`src/rtl/sipo_frame_controller_if.sv`:
```
// sipo_frame_controller_if
//   Bundles the serial input, the parallel valid/ready output and the status flags
//   of sipo_frame_controller.
//   slave  : the controller side (serial/handshake inputs in, word and status out)
//   master : the environment side (serial source plus word consumer)
//   Parity_Error_Out exists only when SIPO_PARITY_CHECK_EN is defined.
interface sipo_frame_controller_if #(
  parameter int DATA_WIDTH = 8
);
  localparam int CW = $clog2(DATA_WIDTH + 1);

  logic                  Frame_Start_In;
  logic                  Serial_Data_In;
  logic                  Serial_Valid_In;
  logic                  Data_Ready_In;
  logic                  Overrun_Clear_In;
  logic [DATA_WIDTH-1:0] Parallel_Data_Out;
  logic                  Data_Valid_Out;
  logic                  Busy_Out;
  logic [CW-1:0]         Bit_Count_Out;
  logic                  Overrun_Out;
`ifdef SIPO_PARITY_CHECK_EN
  logic                  Parity_Error_Out;
`endif

  modport slave (
    input  Frame_Start_In, Serial_Data_In, Serial_Valid_In, Data_Ready_In, Overrun_Clear_In,
    output Parallel_Data_Out, Data_Valid_Out, Busy_Out, Bit_Count_Out, Overrun_Out
`ifdef SIPO_PARITY_CHECK_EN
    , output Parity_Error_Out
`endif
  );

  modport master (
    output Frame_Start_In, Serial_Data_In, Serial_Valid_In, Data_Ready_In, Overrun_Clear_In,
    input  Parallel_Data_Out, Data_Valid_Out, Busy_Out, Bit_Count_Out, Overrun_Out
`ifdef SIPO_PARITY_CHECK_EN
    , input Parity_Error_Out
`endif
  );
endinterface

```
`src/rtl/sipo_frame_controller.sv`:
```
// sipo_frame_controller
//   Frames a serial bit stream into DATA_WIDTH-bit words (LSB = first bit received)
//   and offers each completed word from a holding register on a valid/ready handshake.
//   Optional feature macro: SIPO_PARITY_CHECK_EN -- a parity bit follows each word and
//   Parity_Error_Out reports its check (PARITY_ODD selects odd/even parity).
// Ports
//   Clk_In    : clock, rising edge
//   Reset_In  : asynchronous active-high reset
//   bus       : sipo_frame_controller_if.slave (serial input, word handshake, status)
module sipo_frame_controller #(
  parameter int DATA_WIDTH = 8
`ifdef SIPO_PARITY_CHECK_EN
  , parameter bit PARITY_ODD = 1'b0
`endif
) (
  input  logic                     Clk_In,
  input  logic                     Reset_In,
  sipo_frame_controller_if.slave   bus
);
  localparam int CW = $clog2(DATA_WIDTH + 1);
  localparam logic [CW-1:0] LAST_BIT = CW'(DATA_WIDTH - 1);

`ifdef SIPO_PARITY_CHECK_EN
  typedef enum logic [1:0] {IDLE = 2'd0, SHIFT = 2'd1, PARITY = 2'd2} state_t;
`else
  typedef enum logic [1:0] {IDLE = 2'd0, SHIFT = 2'd1} state_t;
`endif

  state_t                state_reg, state_next;
  logic [CW-1:0]         count_reg, count_next;
  logic [DATA_WIDTH-1:0] shift_reg, shift_next;
  logic [DATA_WIDTH-1:0] data_reg;
  logic                  valid_reg;
  logic                  overrun_reg;
  logic                  xfer;
  logic [DATA_WIDTH-1:0] xfer_word;
  logic [DATA_WIDTH-1:0] shifted;
`ifdef SIPO_PARITY_CHECK_EN
  logic                  parity_err_reg;
`endif

  assign shifted = {bus.Serial_Data_In, shift_reg[DATA_WIDTH-1:1]};

  always_ff @(posedge Clk_In or posedge Reset_In) begin
    if (Reset_In) begin
      state_reg <= IDLE;
      count_reg <= '0;
      shift_reg <= '0;
    end else begin
      state_reg <= state_next;
      count_reg <= count_next;
      shift_reg <= shift_next;
    end
  end

  always_comb begin
    state_next = state_reg;
    count_next = count_reg;
    shift_next = shift_reg;
    xfer       = 1'b0;
    xfer_word  = shifted;
    case (state_reg)
      IDLE: begin
        if (bus.Frame_Start_In) begin
          state_next = SHIFT;
          count_next = '0;
        end
      end
      SHIFT: begin
        // A frame start beats a coincident strobe: the bit is dropped, shift_reg kept.
        if (bus.Frame_Start_In) begin
          count_next = '0;
        end else if (bus.Serial_Valid_In) begin
          shift_next = shifted;
          if (count_reg == LAST_BIT) begin
`ifdef SIPO_PARITY_CHECK_EN
            state_next = PARITY;
            count_next = CW'(DATA_WIDTH);
`else
            xfer       = 1'b1;
            state_next = IDLE;
            count_next = '0;
`endif
          end else begin
            count_next = count_reg + 1'b1;
          end
        end
      end
`ifdef SIPO_PARITY_CHECK_EN
      PARITY: begin
        // The word is already complete in shift_reg; this strobe carries the parity bit.
        xfer_word = shift_reg;
        if (bus.Frame_Start_In) begin
          state_next = SHIFT;
          count_next = '0;
        end else if (bus.Serial_Valid_In) begin
          xfer       = 1'b1;
          state_next = IDLE;
          count_next = '0;
        end
      end
`endif
      default: begin
        state_next = IDLE;
        count_next = '0;
      end
    endcase
  end

  // Holding register and handshake. A completed word is dropped only when the held
  // word is still valid and not being consumed on this same edge.
  always_ff @(posedge Clk_In or posedge Reset_In) begin
    if (Reset_In) begin
      data_reg    <= '0;
      valid_reg   <= 1'b0;
      overrun_reg <= 1'b0;
`ifdef SIPO_PARITY_CHECK_EN
      parity_err_reg <= 1'b0;
`endif
    end else begin
      if (bus.Overrun_Clear_In) begin
        overrun_reg <= 1'b0;
      end
      if (xfer) begin
        if (valid_reg && !bus.Data_Ready_In) begin
          overrun_reg <= 1'b1;  // later assignment: set beats a coincident clear
        end else begin
          data_reg  <= xfer_word;
          valid_reg <= 1'b1;
        end
`ifdef SIPO_PARITY_CHECK_EN
        parity_err_reg <= ((^xfer_word) ^ bus.Serial_Data_In) != PARITY_ODD;
`endif
      end else if (valid_reg && bus.Data_Ready_In) begin
        valid_reg <= 1'b0;
      end
    end
  end

  assign bus.Parallel_Data_Out = data_reg;
  assign bus.Data_Valid_Out    = valid_reg;
  assign bus.Busy_Out          = (state_reg != IDLE);
  assign bus.Bit_Count_Out     = count_reg;
  assign bus.Overrun_Out       = overrun_reg;
`ifdef SIPO_PARITY_CHECK_EN
  assign bus.Parity_Error_Out  = parity_err_reg;
`endif
endmodule
```
`src/flat_wrapper.sv`:
```
// flat-port wrapper written by rule: the top's interface ports become plain ports
module sipo_frame_controller_flat 
#(
  parameter int DATA_WIDTH = 8

)
  (Clk_In, Reset_In, bus_Frame_Start_In, bus_Serial_Data_In, bus_Serial_Valid_In, bus_Data_Ready_In, bus_Overrun_Clear_In, bus_Parallel_Data_Out, bus_Data_Valid_Out, bus_Busy_Out, bus_Bit_Count_Out, bus_Overrun_Out);
  sipo_frame_controller_if #(.DATA_WIDTH(DATA_WIDTH)) bus_i ();
  input  logic Clk_In;
  input  logic Reset_In;
  input wire logic [$bits(bus_i.Frame_Start_In)-1:0] bus_Frame_Start_In;
  input wire logic [$bits(bus_i.Serial_Data_In)-1:0] bus_Serial_Data_In;
  input wire logic [$bits(bus_i.Serial_Valid_In)-1:0] bus_Serial_Valid_In;
  input wire logic [$bits(bus_i.Data_Ready_In)-1:0] bus_Data_Ready_In;
  input wire logic [$bits(bus_i.Overrun_Clear_In)-1:0] bus_Overrun_Clear_In;
  output wire logic [$bits(bus_i.Parallel_Data_Out)-1:0] bus_Parallel_Data_Out;
  output wire logic [$bits(bus_i.Data_Valid_Out)-1:0] bus_Data_Valid_Out;
  output wire logic [$bits(bus_i.Busy_Out)-1:0] bus_Busy_Out;
  output wire logic [$bits(bus_i.Bit_Count_Out)-1:0] bus_Bit_Count_Out;
  output wire logic [$bits(bus_i.Overrun_Out)-1:0] bus_Overrun_Out;
  assign bus_i.Frame_Start_In = bus_Frame_Start_In;
  assign bus_i.Serial_Data_In = bus_Serial_Data_In;
  assign bus_i.Serial_Valid_In = bus_Serial_Valid_In;
  assign bus_i.Data_Ready_In = bus_Data_Ready_In;
  assign bus_i.Overrun_Clear_In = bus_Overrun_Clear_In;
  assign bus_Parallel_Data_Out = bus_i.Parallel_Data_Out;
  assign bus_Data_Valid_Out = bus_i.Data_Valid_Out;
  assign bus_Busy_Out = bus_i.Busy_Out;
  assign bus_Bit_Count_Out = bus_i.Bit_Count_Out;
  assign bus_Overrun_Out = bus_i.Overrun_Out;
  sipo_frame_controller #(.DATA_WIDTH(DATA_WIDTH)) u_core (.Clk_In(Clk_In), .Reset_In(Reset_In), .bus(bus_i));
endmodule
```
`config.mk`:
```
export PLATFORM = sky130hd
export DESIGN_NAME = sipo_frame_controller_flat
export DESIGN_NICKNAME = d
export VERILOG_FILES = /design/src/rtl/sipo_frame_controller_if.sv /design/src/rtl/sipo_frame_controller.sv /design/src/flat_wrapper.sv
export SDC_FILE = /design/constraint.sdc
export NUM_CORES = 1
export LEC_CHECK = 0
export ABC_AREA = 1
export CAP_MARGIN = 20
export CORE_UTILIZATION = 43
export DETAILED_ROUTE_END_ITERATION = 7
export GPL_ROUTABILITY_DRIVEN = 0
export PLACE_DENSITY = 0.84
export SLEW_MARGIN = 15
export SYNTH_ARGS = -nofsm -noshare
export SYNTH_HDL_FRONTEND = slang
export SYNTH_SLANG_ARGS = --single-unit
```
`constraint.sdc`:
```
create_clock -name Clk_In -period 1.18 [get_ports Clk_In]
set_input_delay 0.236 -clock Clk_In [delete_from_list [all_inputs] [get_ports Clk_In]]
set_output_delay 0.236 -clock Clk_In [all_outputs]
set_load 0.005 [all_outputs]
```
==> results of run 1 <==
power breakdown:
| part | internal [mW] | switching [mW] | total [mW] |
|---|---|---|---|
| clock | 0.189 | 0.222 | 0.411 |
| sequential | 0.807 | 0.0426 | 0.850 |
| combinational | 0.119 | 0.113 | 0.232 |
| total | 1.12 | 0.378 | 1.49 |
cells in the mapped netlist:
| cell | count |
|---|---|
| nand2_1 | 45 |
| dfrtp_1 | 22 |
| inv_1 | 10 |
| nand4_1 | 9 |
| o21ai_0 | 5 |
| nand3_1 | 3 |
| buf_6 | 2 |
| nand2_2 | 2 |
| nor2_1 | 2 |
| nor2_4 | 2 |
| a31oi_1 | 1 |
| clkbuf_4 | 1 |
| ha_1 | 1 |
| nand3_4 | 1 |
| o22ai_2 | 1 |
kinds of logic after synthesis:
logic type / count (synthesis) / share of synthesized area [%]
simple gates: 64 / 30.8
flops: 22 / 56.5
compound gates: 7 / 4.49
fa+ha+maj: 1 / 1.28
buf+inv: 13 / 6.93
worst max-delay path by stage:
| stage | start | end | cells past startpoint |
|---|---|---|---|
| 6_report | u_core.bus.Bit_Count_Out[1]$_DFFE_PP0P_ | u_core.bus.Bit_Count_Out[3]$_DFFE_PP0P_ | 8 |
| 5_1_grt | u_core.bus.Bit_Count_Out[0]$_DFFE_PP0P_ | u_core.bus.Bit_Count_Out[3]$_DFFE_PP0P_ | 8 |
| 4_1_cts | u_core.bus.Bit_Count_Out[1]$_DFFE_PP0P_ | u_core.bus.Bit_Count_Out[3]$_DFFE_PP0P_ | 8 |
| 3_5_place_dp | bus_Frame_Start_In | u_core.bus.Bit_Count_Out[3]$_DFFE_PP0P_ | 6 |
| 3_3_place_gp | bus_Frame_Start_In | u_core.bus.Bit_Count_Out[3]$_DFFE_PP0P_ | 6 |
| 2_1_floorplan | u_core.bus.Bit_Count_Out[0]$_DFFE_PP0P_ | u_core.bus.Overrun_Out$_DFF_PP0_ | 6 |
layout make-up:
class / instances / area, sq um / share of cell area (%)
multi-input cells: 72 / 402 / 26.9
flip-flops and latches: 22 / 551 / 36.9
inverters: 10 / 37.5 / 2.51
repair buffers: 53 / 434 / 29.1
well taps: 27 / 33.8 / 2.26
clock buffers: 4 / 36.3 / 2.43
layer usage:
layer / vias to the layer above / GRT usage (%) / routed length (microns)
met3: 6 / 4.32 / 86
met2: 27 / 40.8 / 1340
li1: 450 / - / -
met5: - / 0 / 0
met1: 437 / 28.3 / 970
met4: 0 / 11.0 / 51
tightest hold or removal path, delay by kind of cell:
family | cells | cell delay (ns)
buffers and inverters | 3 | 0.65
timing repair:
action / in CTS / in global routing
setup buffers: 10 / 5
pin swaps: 10 / 2
gates resized for setup: 43 / 17
endpoints found under the setup margin: 25 / 32
cloned: 0 / 0
hold buffers: 0 / 0
==> results.cfg, run 1 <==
[floorplan]
io_pins = 22
die_x_microns = 49.6
fp-row-count = 16
coreArea_sq_um = 2040
die_h_microns = 49.6
initial_core_util_pct = 47.7
die-area_sq_um = 2460

[final_layout]
final_cell_mix = nand2_1 (43), buf_4 (25), dfrtp_1 (22), clkbuf_2 (12), inv_1 (10)
final_core_util_pct = 73.2
nNetsFinal = 170
diodes = 0
largest_reg_flops = 8
final_common_cell = nand2_1
stdcell_count = 188
drive_above_1_share_pct = 37.9
syn_to_final_growth_pct = 53.3
fillers = 147
fin_area_sq_um = 1490

[timing]
fin_crit_sh_pct = 107
worstMarginPinSlew_ns = 0.218
setup_viol = 13
fin_setup_tns_ns = -0.744
max_freq_mhz = 790
grt_setup_unrepaired = true
hold_viol = 0
skew_ns = 0.00167
timing.slew.headroom_pct = 85.5
min_period_ns = 1.27
whs_ns = 0.225
layout_setup_ws_ns = -0.0854
drv_slew = 0

[clock_network]
root_buffer = clkbuf_4
cts_made_buffers = 3
clk_latency_ns = 0.31
clkTransAtPathRegs_ns = 0.12
clockBufferDepth = 2
clock_sinks = 22
cts_tree = done
cts_max_level = 1

[setup_path]
worstSetupPathType = reg -> reg
cp_slowest_cell = dfrtp_1
cp_top_family = simple AND/OR/NAND/NOR gates
reg2reg_to = u_core.bus.Bit_Count_Out[3]$_DFFE_PP0P_
crit_required_ns = 1.39
arrival_ns = 1.48
endpoint_kind = register
reg2reg_slack_ns = -0.09
path_cells = buf_6, ha_4, nand2_4, nor2_4, buf_6, nor2_4, nand3_2, nand2_1
crit_path_start_kind = register
r2r-start = u_core.bus.Bit_Count_Out[1]$_DFFE_PP0P_
cpPeakStageDelay_ns = 0.37
rr_worst_depth = 8
cp_max_fo = 5
cp_num_buf_inv = 2

[logic_synthesis]
syn_nets = 115
ys_types = 15
ys_ff_latch = 22
synth_cells = 107
ys_seq_area_share_pct = 56.5
synth_top_area_share_pct = 56.5
yosys_warnings = 0
avgSynthCellArea_sq_um = 9.11
synth_top_area_cell = dfrtp_1
synthTopCellsByArea = dfrtp_1 (56%), nand2_1 (17%), nand4_1 (5.8%)
synthesis.area_sq_um = 975

[power]
powerDensity_nw_per_um2 = 999
leakage_nw = 0.832
ir_drop_mv = 0.741
power_mw = 1.49

[detailed_routing]
drc = 0
drt-pass1-iter-count = 4
vias = 920
via_per_inst = 4.89
drtAntennaViolNets = 0
wl_microns = 2450
wl_per_cell_microns = 13.0
initialDrtViolationCount = 27

[place]
io_buffer_count = 21
place_ws_ns = -0.344
dp_hpwl_microns = 1510
dp_cells = 169
placed_area_sq_um = 1340

[grt]
overflow = 0
grt_start_max_net_pins = 23
antenna_found_initial = 0
grt_pass1_wl_microns = 4270
grt_pass1_vias = 933
track_usage_pct = 23.7

[outcome]
violations = negative setup slack
status = complete, but fails checks

[run]
maxCapViolations = 0

[hold_path]
holdCritPathClass = in -> async
No activity file was read; power rests on OpenSTA's default activity.
==> inputs of run 2 (changes only) <==
Settings changed: CORE_MARGIN set to 4, RECOVER_POWER set to 50.
==> results.cfg, run 2 (synthesis gave the netlist of run 1 again) <==
[grt]
overflow = 0
grt_pass1_vias = 961
antenna_found_initial = 0
grt_pass1_wl_microns = 4130
grt_start_max_net_pins = 23
track_usage_pct = 16.6

[clock_network]
clkTransAtPathRegs_ns = 0.12
cts_tree = done
clockBufferDepth = 2
cts_max_level = 1
root_buffer = clkbuf_4
clk_latency_ns = 0.31
cts_hold_buf = 0
cts_made_buffers = 3
clock_sinks = 22

[detailed_routing]
drtAntennaViolNets = 0
initialDrtViolationCount = 14
wl_microns = 2420
wl_per_cell_microns = 12.5
drc = 0
drt-pass1-iter-count = 4
vias = 949
via_per_inst = 4.92

[setup_path]
cp_max_fo = 6
crit_path_start_kind = register
worstSetupPathType = reg -> reg
crit_required_ns = 1.44
arrival_ns = 1.56
endpoint_kind = register

[floorplan]
die_x_microns = 55.6
initial_core_util_pct = 47.3
io_pins = 22
fp-row-count = 16
die_h_microns = 55.6
die-area_sq_um = 3090
coreArea_sq_um = 2060

[final_layout]
final_common_cell = nand2_1
final_cell_mix = nand2_1 (40), buf_4 (31), dfrtp_1 (22), clkbuf_2 (14), inv_1 (10)
syn_to_final_growth_pct = 53.4
diodes = 0
drive_above_1_share_pct = 40.4
fin_area_sq_um = 1500
largest_reg_flops = 8
nNetsFinal = 175

[timing]
fin_crit_sh_pct = 110
skew_ns = 0.00508
min_period_ns = 1.30
max_freq_mhz = 767
grt_setup_unrepaired = true
drv_slew = 0
timing.slew.headroom_pct = 64.1
setup_viol = 10
hold_viol = 0
worstMarginPinSlew_ns = 0.539
layout_setup_ws_ns = -0.123

[place]
dp_hpwl_microns = 1590
placed_area_sq_um = 1320
io_buffer_count = 21

[outcome]
status = complete, but fails checks
violations = negative setup slack

[power]
leakage_nw = 0.849
power_mw = 1.62
ir_drop_mv = 1.63
powerDensity_nw_per_um2 = 1080

[hold_path]
holdCritPathClass = in -> async

[run]
maxCapViolations = 0
-- run 2: changes by cell type in the layout (fill, tap and decap cells not counted), moves of 2 or more --
cell / delta
buf_4: +6
nand2_2: +4
nand2_1: -3
buf_12: -2
clkbuf_2: +2
nand3_1: +2
nand3_2: -2
-- run 2: cell type report --
| cell class | count | area, sq um |
|---|---|---|
| tap | 27 | 33.8 |
| sequential | 22 | 551 |
| fill | 154 | 567 |
| clock inverter | 1 | 30.0 |
| timing repair buffer | 58 | 434 |
| inverter | 10 | 37.5 |
| multi-input combinational | 72 | 387 |
| clock buffer | 3 | 22.5 |
-- run 2: per-layer routing --
layer | global-route usage [%] | share of wire, % | vias to the layer above | routed length [microns]
met5 | 0 | 0 | - | 0
met4 | 5.90 | 1.4 | 0 | 35
met3 | 4.87 | 3.6 | 4 | 87
met2 | 28.5 | 54 | 23 | 1320
met1 | 19.6 | 41 | 459 | 979
li1 | - | - | 463 | -
-- run 2: critical path, stage by stage (launching register included) --
cell and delay, ns:
dfrtp_1 0.40, buf_4 0.15, buf_4 0.14, nor2_4 0.20
buf_6 0.14, nand4_1 0.13, nand2_2 0.09
-- run 2: path summary, 6_finish.rpt --
kind / from / end / slack [ns] / cells past startpoint
max: u_core.bus.Bit_Count_Out[3]$_DFFE_PP0P_ / u_core.bus.Parallel_Data_Out[3]$_DFFE_PP0P_ / -0.12 / 6
min: Reset_In / u_core.bus.Bit_Count_Out[3]$_DFFE_PP0P_ / 0.48 / 3
max reg2reg: u_core.bus.Bit_Count_Out[3]$_DFFE_PP0P_ / u_core.bus.Parallel_Data_Out[3]$_DFFE_PP0P_ / -0.12 / 6
min reg2reg: u_core.bus.Parallel_Data_Out[7]$_DFFE_PP0P_ / u_core.bus.Parallel_Data_Out[7]$_DFFE_PP0P_ / 0.49 / 2
max in group asynchronous: Reset_In / u_core.bus.Parallel_Data_Out[5]$_DFFE_PP0P_ / 0.34 / 3
min in group Clk_In: bus_Overrun_Clear_In / u_core.bus.Overrun_Out$_DFF_PP0_ / 0.49 / 2
-- run 2: repair_timing --
action,4_1_cts,5_1_grt
endpoints found under the setup margin,28,30
pin swaps,10,4
buffers inserted,13,9
resized for setup,37,21
hold endpoints to repair,0,0
-- run 2: metrics by stage --
stage | util [%] | TNS (ns) | std cells | setup WS (ns) | hold slack (ns)
3_3_place_gp | 64.1 | -3.10 | 168 | -0.195 | 0.455
6_report | 72.5 | -1.05 | 193 | -0.123 | 0.483
4_1_cts | 72.9 | -1.19 | 185 | -0.133 | 0.243
3_5_place_dp | 64.1 | -4.37 | 168 | -0.269 | 0.463
2_1_floorplan | - | 0 | 107 | 0.00355 | 0.225
5_1_grt | 72.5 | -2.06 | 193 | -0.194 | 0.484
-- run 2: where the power goes --
group	switching [mW]	total (mW)	internal (mW)
Sequential	0.0425	0.850	0.807
Clock	0.231	0.575	0.343
Combinational	0.0995	0.197	0.0977
Total	0.374	1.62	1.25
